[config.mk]
export PLATFORM = sky130hd
export DESIGN_NAME = lif_param_loader
export DESIGN_NICKNAME = d
export VERILOG_FILES = /design/src/rtl/lif_param_loader.sv
export SDC_FILE = /design/constraint.sdc
export NUM_CORES = 1
export LEC_CHECK = 0
export BUFFER_PORTS_ARGS = -buffer_cell sky130_fd_sc_hd__clkbuf_2
export CORE_MARGIN = 2
export CORE_UTILIZATION = 52
export DETAILED_ROUTE_END_ITERATION = 8
export PLACE_DENSITY_LB_ADDON = 0.12
export SLEW_MARGIN = 20
export SYNTH_ARGS = -nofsm -noshare
export SYNTH_HDL_FRONTEND = slang
export SYNTH_SLANG_ARGS = --single-unit
[constraint.sdc]
create_clock -name clk -period 1.8 [get_ports clk]
set_input_delay 0.45 -clock clk [delete_from_list [all_inputs] [get_ports clk]]
set_output_delay 0.45 -clock clk [all_outputs]
set_load 0.01 [all_outputs]
[src/rtl/lif_param_loader.sv]
// Bit-serial loader for the lif_neuron parameter set: hunts for a sync header, shifts a 24-bit
// payload into a shadow register and commits it atomically. Define LOAD_CHECKSUM_EN for a trailing nibble check.
module lif_param_loader #(
  parameter logic [7:0] SYNC_WORD      = 8'hA5,
  parameter logic [7:0] TIMEOUT_CYCLES = 8'd255,
  parameter logic [2:0] DEF_WEIGHT     = 3'd1,
  parameter logic [7:0] DEF_THR_MIN    = 8'd16,
  parameter logic [7:0] DEF_THR_MAX    = 8'd64
) (
  input  logic       clk,
  input  logic       reset,
  input  logic       ser_valid,
  input  logic       ser_data,
  input  logic       clear_ready,
  output logic [2:0] weight_a,
  output logic [2:0] weight_b,
  output logic [1:0] leak_config,
  output logic [7:0] threshold_min,
  output logic [7:0] threshold_max,
  output logic       params_ready,
  output logic       busy,
  output logic       load_done,
  output logic       load_err
);
  typedef enum logic [1:0] {HUNT, PAYLOAD, CHECK} state_t;

  state_t      state;
  logic [6:0]  hdr;        // last 7 header bits; the 8th comes straight from ser_data
  logic [7:0]  hdr_nxt;
  logic [4:0]  bit_cnt;
  logic [7:0]  idle_cnt;
  logic [23:0] frame;
  logic        thr_ok, frame_end, frame_ok, abort;

`ifdef LOAD_CHECKSUM_EN
  logic [23:0] shadow, shadow_shift;
  logic [2:0]  chk_sr;
  logic [3:0]  nib_x;
  assign frame        = shadow;
  assign shadow_shift = {shadow[22:0], ser_data};
  assign nib_x        = frame[23:20] ^ frame[19:16] ^ frame[15:12] ^
                        frame[11:8] ^ frame[7:4] ^ frame[3:0];
  assign frame_end    = ser_valid && (state == CHECK) && (bit_cnt == 5'd3);
  assign frame_ok     = thr_ok && ({chk_sr, ser_data} == nib_x);
`else
  // Without the checksum the last payload bit is judged on the edge it arrives.
  logic [22:0] shadow, shadow_shift;
  assign frame        = {shadow, ser_data};
  assign shadow_shift = frame[22:0];
  assign frame_end    = ser_valid && (state == PAYLOAD) && (bit_cnt == 5'd23);
  assign frame_ok     = thr_ok;
`endif

  assign hdr_nxt = {hdr, ser_data};
  assign thr_ok  = frame[15:8] <= frame[7:0];
  assign abort   = (state != HUNT) && !ser_valid && (idle_cnt == TIMEOUT_CYCLES - 8'd1);
  assign busy    = (state != HUNT);

  always_ff @(posedge clk) begin
    if (reset) begin
      state         <= HUNT;
      hdr           <= '0;
      shadow        <= '0;
      bit_cnt       <= '0;
      idle_cnt      <= '0;
`ifdef LOAD_CHECKSUM_EN
      chk_sr        <= '0;
`endif
      weight_a      <= DEF_WEIGHT;
      weight_b      <= DEF_WEIGHT;
      leak_config   <= 2'b00;
      threshold_min <= DEF_THR_MIN;
      threshold_max <= DEF_THR_MAX;
      params_ready  <= 1'b0;
      load_done     <= 1'b0;
      load_err      <= 1'b0;
    end else begin
      load_done <= 1'b0;
      load_err  <= 1'b0;
      if (clear_ready) params_ready <= 1'b0;

      case (state)
        HUNT: if (ser_valid) begin
          hdr <= hdr_nxt[6:0];
          if (hdr_nxt == SYNC_WORD) begin
            state    <= PAYLOAD;
            bit_cnt  <= '0;
            idle_cnt <= '0;
          end
        end
        PAYLOAD: if (ser_valid) begin
          shadow  <= shadow_shift;
          bit_cnt <= bit_cnt + 5'd1;
`ifdef LOAD_CHECKSUM_EN
          if (bit_cnt == 5'd23) begin
            state   <= CHECK;
            bit_cnt <= '0;
          end
`endif
        end
`ifdef LOAD_CHECKSUM_EN
        CHECK: if (ser_valid) begin
          chk_sr  <= {chk_sr[1:0], ser_data};
          bit_cnt <= bit_cnt + 5'd1;
        end
`endif
        default: state <= HUNT;
      endcase

      if (state != HUNT) idle_cnt <= ser_valid ? 8'd0 : idle_cnt + 8'd1;

      // Header cleared on exit so stale payload/header bits can never alias a new sync word.
      if (frame_end || abort) begin
        state <= HUNT;
        hdr   <= '0;
      end
      if (frame_end && frame_ok) begin
        weight_a      <= frame[23:21];
        weight_b      <= frame[20:18];
        leak_config   <= frame[17:16];
        threshold_min <= frame[15:8];
        threshold_max <= frame[7:0];
        params_ready  <= 1'b1;
        load_done     <= 1'b1;
      end
      if ((frame_end && !frame_ok) || abort) load_err <= 1'b1;
    end
  end
endmodule
* Yosys cells after proc, flatten, opt, wreduce, memory -nomap -nowiden
Cells that the tools add are included.
Cells by class: add/subtract/negate cells 2, $lt $le $gt $ge 1, eq/ne operators 7, muxes and demuxes 16, bitwise operators 1, reductions and logical operators 23
Operators with widths (count):
- $mux 8 | 5
- $eq 8x8->1 const B | 2
- $mux 5 | 3
- $reduce_bool 2->1 | 6
- $pmux 5 s2 | 1
- $add 8x1->8 const B | 1
- $le 8x8->1 | 1
- $logic_and 1x1->1 | 6
- $ne 2x2->1 const B | 3
- $reduce_and 3->1 | 2
- $add 5x1->5 const B | 1
- $eq 5x5->1 const B | 1
- $mux 1 | 4
- $mux 2 | 2
- $pmux 2 s2 | 1
- $reduce_and 2->1 | 2
- $reduce_and 4->1 | 1
- $eq 2x1->1 const B | 1
- $logic_not 1->1 | 2
- $logic_not 2->1 | 1
- $logic_or 1x1->1 | 2
- $reduce_or 2->1 | 1
- $not 1->1 | 1
Storage, ports and cells: flip-flop bits (word level) 72, input port bits 5, output and inout port bits 28, word-level logic and storage cells 63

* Logic depth before layout (Yosys ltp)
Gate-level depths: netlist of run 1.
word-level depth 6, gate-level depth with buffers 9, mapped depth without buffers 7

* Worst setup path after synthesis of run 1
OpenSTA, ideal clock, no wires.
kind flip-flop to flip-flop, start reg shadow[4], end reg threshold_max[0], library setup time 0.072 ns, arrival time 1.838 ns, required time 1.728 ns, slack -0.109 ns, stages on the path, launching flop included 10, buffers on the path 2, period minus slack after synthesis 1.909 ns, cells stage by stage dfxtp_1 inv_1 ha_1 a211oi_1 nor2_1 o31a_1 a21boi_2 buf_6 buf_8 mux2i_1
On the way: word-level cells in the longest chain between the ends 2
RTL lines:
- from (decl) | RTL line 47 | logic [22:0] shadow, shadow_shift;
- from (signal assigned) | RTL line 92 | shadow <= shadow_shift;
- $le 8x8->1 | RTL line 55 | assign thr_ok = frame[15:8] <= frame[7:0];
- $logic_and 1x1->1 | RTL line 117 | if (frame_end && frame_ok) begin
- to (signal assigned) | RTL line 122 | threshold_max <= frame[7:0];
- to (decl) | RTL line 19 | output logic [7:0] threshold_max,
Every way passes these cells. A chain may end at the register's enable or synchronous reset.

* Final worst setup path of run 1
start reg shadow[4], end reg params_ready
On the way: word-level cells in the longest chain between the ends 3, elaborated cells between the ends (all ways) 4, those cells by class order compare (1); mux (1); reduce/logical (2)
RTL lines:
- $le 8x8->1 (*) | RTL line 55
- $logic_and 1x1->1 (*) | RTL line 117
- $mux 1 or $reduce_bool 2->1 (tied branches)
- to (signal assigned) | RTL line 74 | params_ready <= 1'b0;
- to (signal assigned) | RTL line 80 | if (clear_ready) params_ready <= 1'b0;
- to (signal assigned) | RTL line 123 | params_ready <= 1'b1;
- to (decl) | RTL line 20 | output logic params_ready,
Mark *: on every way between the ends. The rest lies on a longest branch, timed or not.

==> impl_metrics.ini, run 1 <==
[run_status]
status = complete, but fails checks
violations = negative setup slack

[floorplan]
fp.dieH_um = 81.6
io_pins = 33
dieWidth_um = 81.6
fp.dieArea_um2 = 6660
start_util_pct = 53.2
core-area_um2 = 5890
placementRows = 28

[cells_and_area]
drive_above_1_share_pct = 24.2
fill_cells = 516
diodes = 0
syn_to_final_growth_pct = 20.9
mostFrequentLayoutCell = dfxtp_1
final_cell_mix = dfxtp_1 (65), nand2_1 (54), nand2b_1 (43), nor2_1 (36), a21oi_1 (33)
post-route-util_pct = 64.3
seq_area_um2 = 1430
stdcell_count = 488
final_nets = 424
multiInputGateArea_um2 = 1650

[synthesis]
syn_nets = 373
synthXorXnorAreaFrac_pct = 0
synth_top_family_by_area = simple AND/OR/NAND/NOR gates
muxShareOfSynthArea_pct = 9.90
synthAdderAreaFrac_pct = 4.39
yosysUniqueCellTypes = 38
synth_cells = 357
synth.area.top_cells = dfxtp_1 (45%), mux2i_1 (9.9%), nand2b_1 (8.6%)
ys_async_sr_fraction_pct = 0
avgSynthCellArea_um2 = 8.78
synth_warnings = 0
synth_area_um2 = 3130
synth_compound_area_share_pct = 10.5
synth-main-ff-cell = dfxtp_1
synth.top_cell.area_share_pct = 45.4
synth-seq-cells = 71
yosys.area.top_type = dfxtp_1
synth-simple-area-share_pct = 25.1
ys_seq_area_share_pct = 45.4
synth_edf_count = 0

[clock_network]
clock-sinks = 71
clkLatencyLatePin_ps = 340
cts_made_buffers = 9
cts_tree = yes
cts_max_path_buffers = 2
cts_hold_buf = 0
root_buffer = clkbuf_8
htree_levels = 3
path_clk_slew_ps = 80

[route]
finalWirelength_mm = 6.08
viasPerCell = 5.09
vias = 2484
ant_nets = 0
first_pass_iters = 4
wire_per_inst_um = 12.5
drc = 0
drtIter0Drc = 129

[setup_path]
crit_path_start = shadow[4]
start_kind = flop
r2r-end = params_ready
end_kind = flop
critPathSlowestCell = dfxtp_2
critPathMaxStageDelay_ps = 340
crit_path_max_fanout = 2
critical_path_required_ps = 2080
r2r-start = shadow[4]
r2r_slack_ps = -40
r2r_cells = 8
critPathKind = reg2reg
cp_cell_sequence = inv_2, ha_4, a211oi_2, nor2_1, o31a_1, buf_4, a211o_1, a21oi_2
critical_path.endpoint = params_ready
cp.arrival_ps = 2120

[pwr]
p_sw_share_pct = 22.1
powerDensity_nw_per_um2 = 738
pwr-share-comb_pct = 3.0
pwr-share-clk_pct = 40.7
ir_drop_v = 0.000518
leakage_nw = 1.40
power_mw = 2.80
power_switching_mw = 0.619
power_frac_seq_pct = 56.3
p_int_mw = 2.18

[timing]
hold_violations = 0
setup_ws_ps = -44.9
tns_ps = -362
timing.final.crit_share_pct = 102
max_clock_freq_ghz = 0.542
worst_pin_slew_ps = 422
rsz0062_at_grt = true
slew_headroom_pct = 71.8
skew_ps = 10.5
drv_slew = 0
fin_crit_ps = 1840
finalSetupViolCount = 24

[flow_run]
drv_cap = 0

[global_route]
grt_pass1_vias = 2353
grtUsageTotal_pct = 20.2
grt_pass1_wl_mm = 10.3
antenna_found_initial = 0
grt_max_degree = 55
overflow = 0

[placed_design]
place_inst = 470
io_buffers = 32
gp_congestion = 0.772
dpl.hpwl_mm = 4.17

[min_path]
hold_path_class = in2reg
[stage by stage]
step	hold WS (ps)	setup WS, ps	instance area (um^2)
floorplan	437	6.36	3160
global placement	449	-32.4	3530
detailed placement	451	-89.5	3530
CTS	367	-69.0	3760
global route	387	-111	3790
finish	393	-44.9	3790
[synthesized netlist by cell type (3+ instances only)]
cell      count
a31oi_1       3
and3_1        3
o21ai_0       6
a21oi_1      34
a311oi_1      4
nand2_1      54
buf_1         3
inv_1         9
nand3_1       4
dfxtp_1      71
clkbuf_1     14
nor2_1       36
ha_1         11
nand2b_1     43
mux2i_1      31
o21ai_1       3
[worst min path at each step]
| stage | start | endpoint | slack, ps | depth (start not counted) |
|---|---|---|---|---|
| 6_report | clear_ready | params_ready | 390 | 3 |
| 3_3_place_gp | shadow[22] | shadow[22] | 450 | 2 |
| 5_1_grt | clear_ready | params_ready | 390 | 3 |
| 4_1_cts | clear_ready | params_ready | 370 | 3 |
| 3_5_place_dp | shadow[22] | shadow[22] | 450 | 2 |
| 2_1_floorplan | shadow[22] | shadow[22] | 440 | 2 |
[logic make-up after synthesis]
group | Yosys count
compound gates | 57
fa+ha+maj | 11
mux | 31
simple gates | 157
flops | 71
buf+inv | 30
[power groups by stage]
stage               logic (mW)  registers [mW]  clock network (mW)
floorplan               0.0574            1.61                   0
global placement        0.0832            1.61                   0
detailed placement      0.0834            1.61                   0
CTS                     0.0860            1.57                1.17
global route            0.0928            1.57                1.24
finish                  0.0845            1.57                1.14
[registers in the layout, summed over array words and instances, names as in the netlist]
| signal | cells |
|---|---|
| bit_cnt | 5 |
| load_err | 1 |
| threshold_min | 8 |
| weight_a | 3 |
| hdr | 7 |
| weight_b | 3 |
| load_done | 1 |
| state | 1 |
| params_ready | 1 |
| threshold_max | 8 |
| idle_cnt | 8 |
| shadow | 23 |
| leak_config | 2 |
[per-layer routing]
layer	wire, um	global-route usage [%]	vias to the layer above	share of wire, %
li1	-	-	1289	-
met4	80	9.67	0	1.3
met5	0	0	-	0
met1	2840	23.7	1147	47
met3	214	4.73	8	3.5
met2	2940	34.7	40	48
[cell type report]
cell class | count | area share [%]
multi-input combinational | 256 | 43.6
sequential | 71 | 37.7
inverter | 9 | 0.892
clock buffer | 12 | 4.10
clock inverter | 4 | 0.529
timing repair buffer | 61 | 10.6
tap | 75 | 2.48
[critical path, delay by kind of cell (launching register included)]
kind	cells	cell delay, ps
adders and majority gates	1	210
DFF	1	340
AOI/OAI and AO/OA	4	960
and+or+nand+nor	1	80
buffers and inverters	2	190
[timing repair]
item                       in CTS  in global routing
cloned                          0                  0
buffers inserted                0                  2
pin swaps                       3                  2
setup endpoints to repair      26                 26
resized for setup              11                  2
(Power assumes the default switching activity.)
==> run 2: changes to the inputs <==
--- a/config.mk
+++ b/config.mk
@@ -5,10 +5,10 @@
 export SDC_FILE = /design/constraint.sdc
 export NUM_CORES = 1
 export LEC_CHECK = 0
-export BUFFER_PORTS_ARGS = -buffer_cell sky130_fd_sc_hd__clkbuf_2
-export CORE_MARGIN = 2
-export CORE_UTILIZATION = 52
+export CORE_MARGIN = 4
+export CORE_UTILIZATION = 56
 export DETAILED_ROUTE_END_ITERATION = 8
+export DONT_BUFFER_PORTS = 1
 export PLACE_DENSITY_LB_ADDON = 0.12
 export SLEW_MARGIN = 20
 export SYNTH_ARGS = -nofsm -noshare
==> impl_metrics.ini, run 2 (synthesis results as in run 1) <==
[clock_network]
htree_levels = 3
cts_tree = yes
path_clk_slew_ps = 80
root_buffer = clkbuf_8
clock-sinks = 71
clkLatencyLatePin_ps = 340
cts_hold_buf = 0
cts_made_buffers = 9
cts_max_path_buffers = 2

[floorplan]
placementRows = 26
dieWidth_um = 82.8
io_pins = 33
core-area_um2 = 5270
start_util_pct = 59.4
fp.dieArea_um2 = 6860
fp.dieH_um = 82.8

[placed_design]
placed_area_um2 = 3350
dpl.hpwl_mm = 3.94
gp_congestion = 0.809
io_buffers = 0

[setup_path]
critPathKind = reg2reg
end_kind = flop
crit_path_max_fanout = 6
cp.arrival_ps = 2150
start_kind = flop
critical_path_required_ps = 2060

[route]
drtIter0Drc = 148
wire_per_inst_um = 14.2
viasPerCell = 5.36
drc = 0
ant_nets = 0
finalWirelength_mm = 6.35
first_pass_iters = 4
vias = 2402

[cells_and_area]
final_cell_mix = dfxtp_1 (65), nand2_1 (54), nand2b_1 (43), nor2_1 (36), a21oi_1 (34)
syn_to_final_growth_pct = 18.7
fin_area_um2 = 3720
largest-register = shadow
diodes = 0
mostFrequentLayoutCell = dfxtp_1
post-route-util_pct = 70.5
largest_reg_flops = 23
final_nets = 389
drive_above_1_share_pct = 17.2

[timing]
setup_ws_ps = -83.5
slew_headroom_pct = 65.0
hold_violations = 0
finalSetupViolCount = 24
fin_crit_ps = 1880
skew_ps = 9.21
drv_slew = 0
max_clock_freq_ghz = 0.531
rsz0062_at_grt = true
tns_ps = -1180
worst_pin_slew_ps = 525
timing.final.crit_share_pct = 105

[min_path]
hold_path_class = in2reg

[global_route]
overflow = 0
grt_pass1_vias = 2236
antenna_found_initial = 0
grtUsageTotal_pct = 19.5
grt_max_degree = 89
grt_pass1_wl_mm = 10.0

[pwr]
leakage_nw = 1.29
powerDensity_nw_per_um2 = 842
ir_drop_v = 0.000557

[run_status]
status = complete, but fails checks
violations = negative setup slack

[flow_run]
drv_cap = 0
run 2: final cells by class:
class / instances / area, um^2
clock buffers: 10 / 128
clock inverters: 6 / 109
fillers: 427 / 1550
inverters: 9 / 33.8
multi-input cells: 256 / 1650
flip-flops and latches: 71 / 1430
well taps: 70 / 87.6
repair buffers: 26 / 280
run 2: path summary, 6_finish.rpt:
check	slack [ps]	end	depth (start not counted)	startpoint
max	-80	threshold_max[3]	9	shadow[4]
min	180	shadow[15]	1	reset
max reg2reg	-80	threshold_max[3]	9	shadow[4]
min reg2reg	460	shadow[22]	2	shadow[22]
run 2: layer usage:
metal | vias up | routed length, um | global-route usage (%)
li1 | 1228 | - | -
met1 | 1122 | 2920 | 24.0
met2 | 43 | 3030 | 31.7
met3 | 9 | 283 | 6.05
met4 | 0 | 117 | 7.84
met5 | - | 0 | 0
run 2: critical path: stages (launching register included):
cell	delay (ps)
dfxtp_2	340
inv_2	40
ha_4	210
a211oi_2	170
nor2_1	80
o31a_1	290
a21boi_4	190
buf_12	150
buf_12	130
mux2i_1	200
run 2: through the flow:
stage               cells  hold slack [ps]  setup slack [ps]  power (mW)
detailed placement    429              454             -88.5        1.65
finish                448              176             -83.5        3.13
global route          448              142              -162        3.24
CTS                   445              152             -63.2        3.16
global placement      429              437             -3.20        1.65
floorplan             357              437              6.36        1.67
run 2: repair_timing:
item / 4_1_cts / 5_1_grt
gates resized for setup: 7 / 7
cloned: 0 / 2
setup buffers: 0 / 1
pin swaps: 2 / 6
endpoints found under the setup margin: 25 / 26
run 2: report_power, final:
group          internal, mW  switching, mW  total (mW)
clock network         0.919          0.593        1.51
logic                0.0291         0.0163      0.0454
registers              1.57        0.00187        1.57
total                  2.52          0.611        3.13
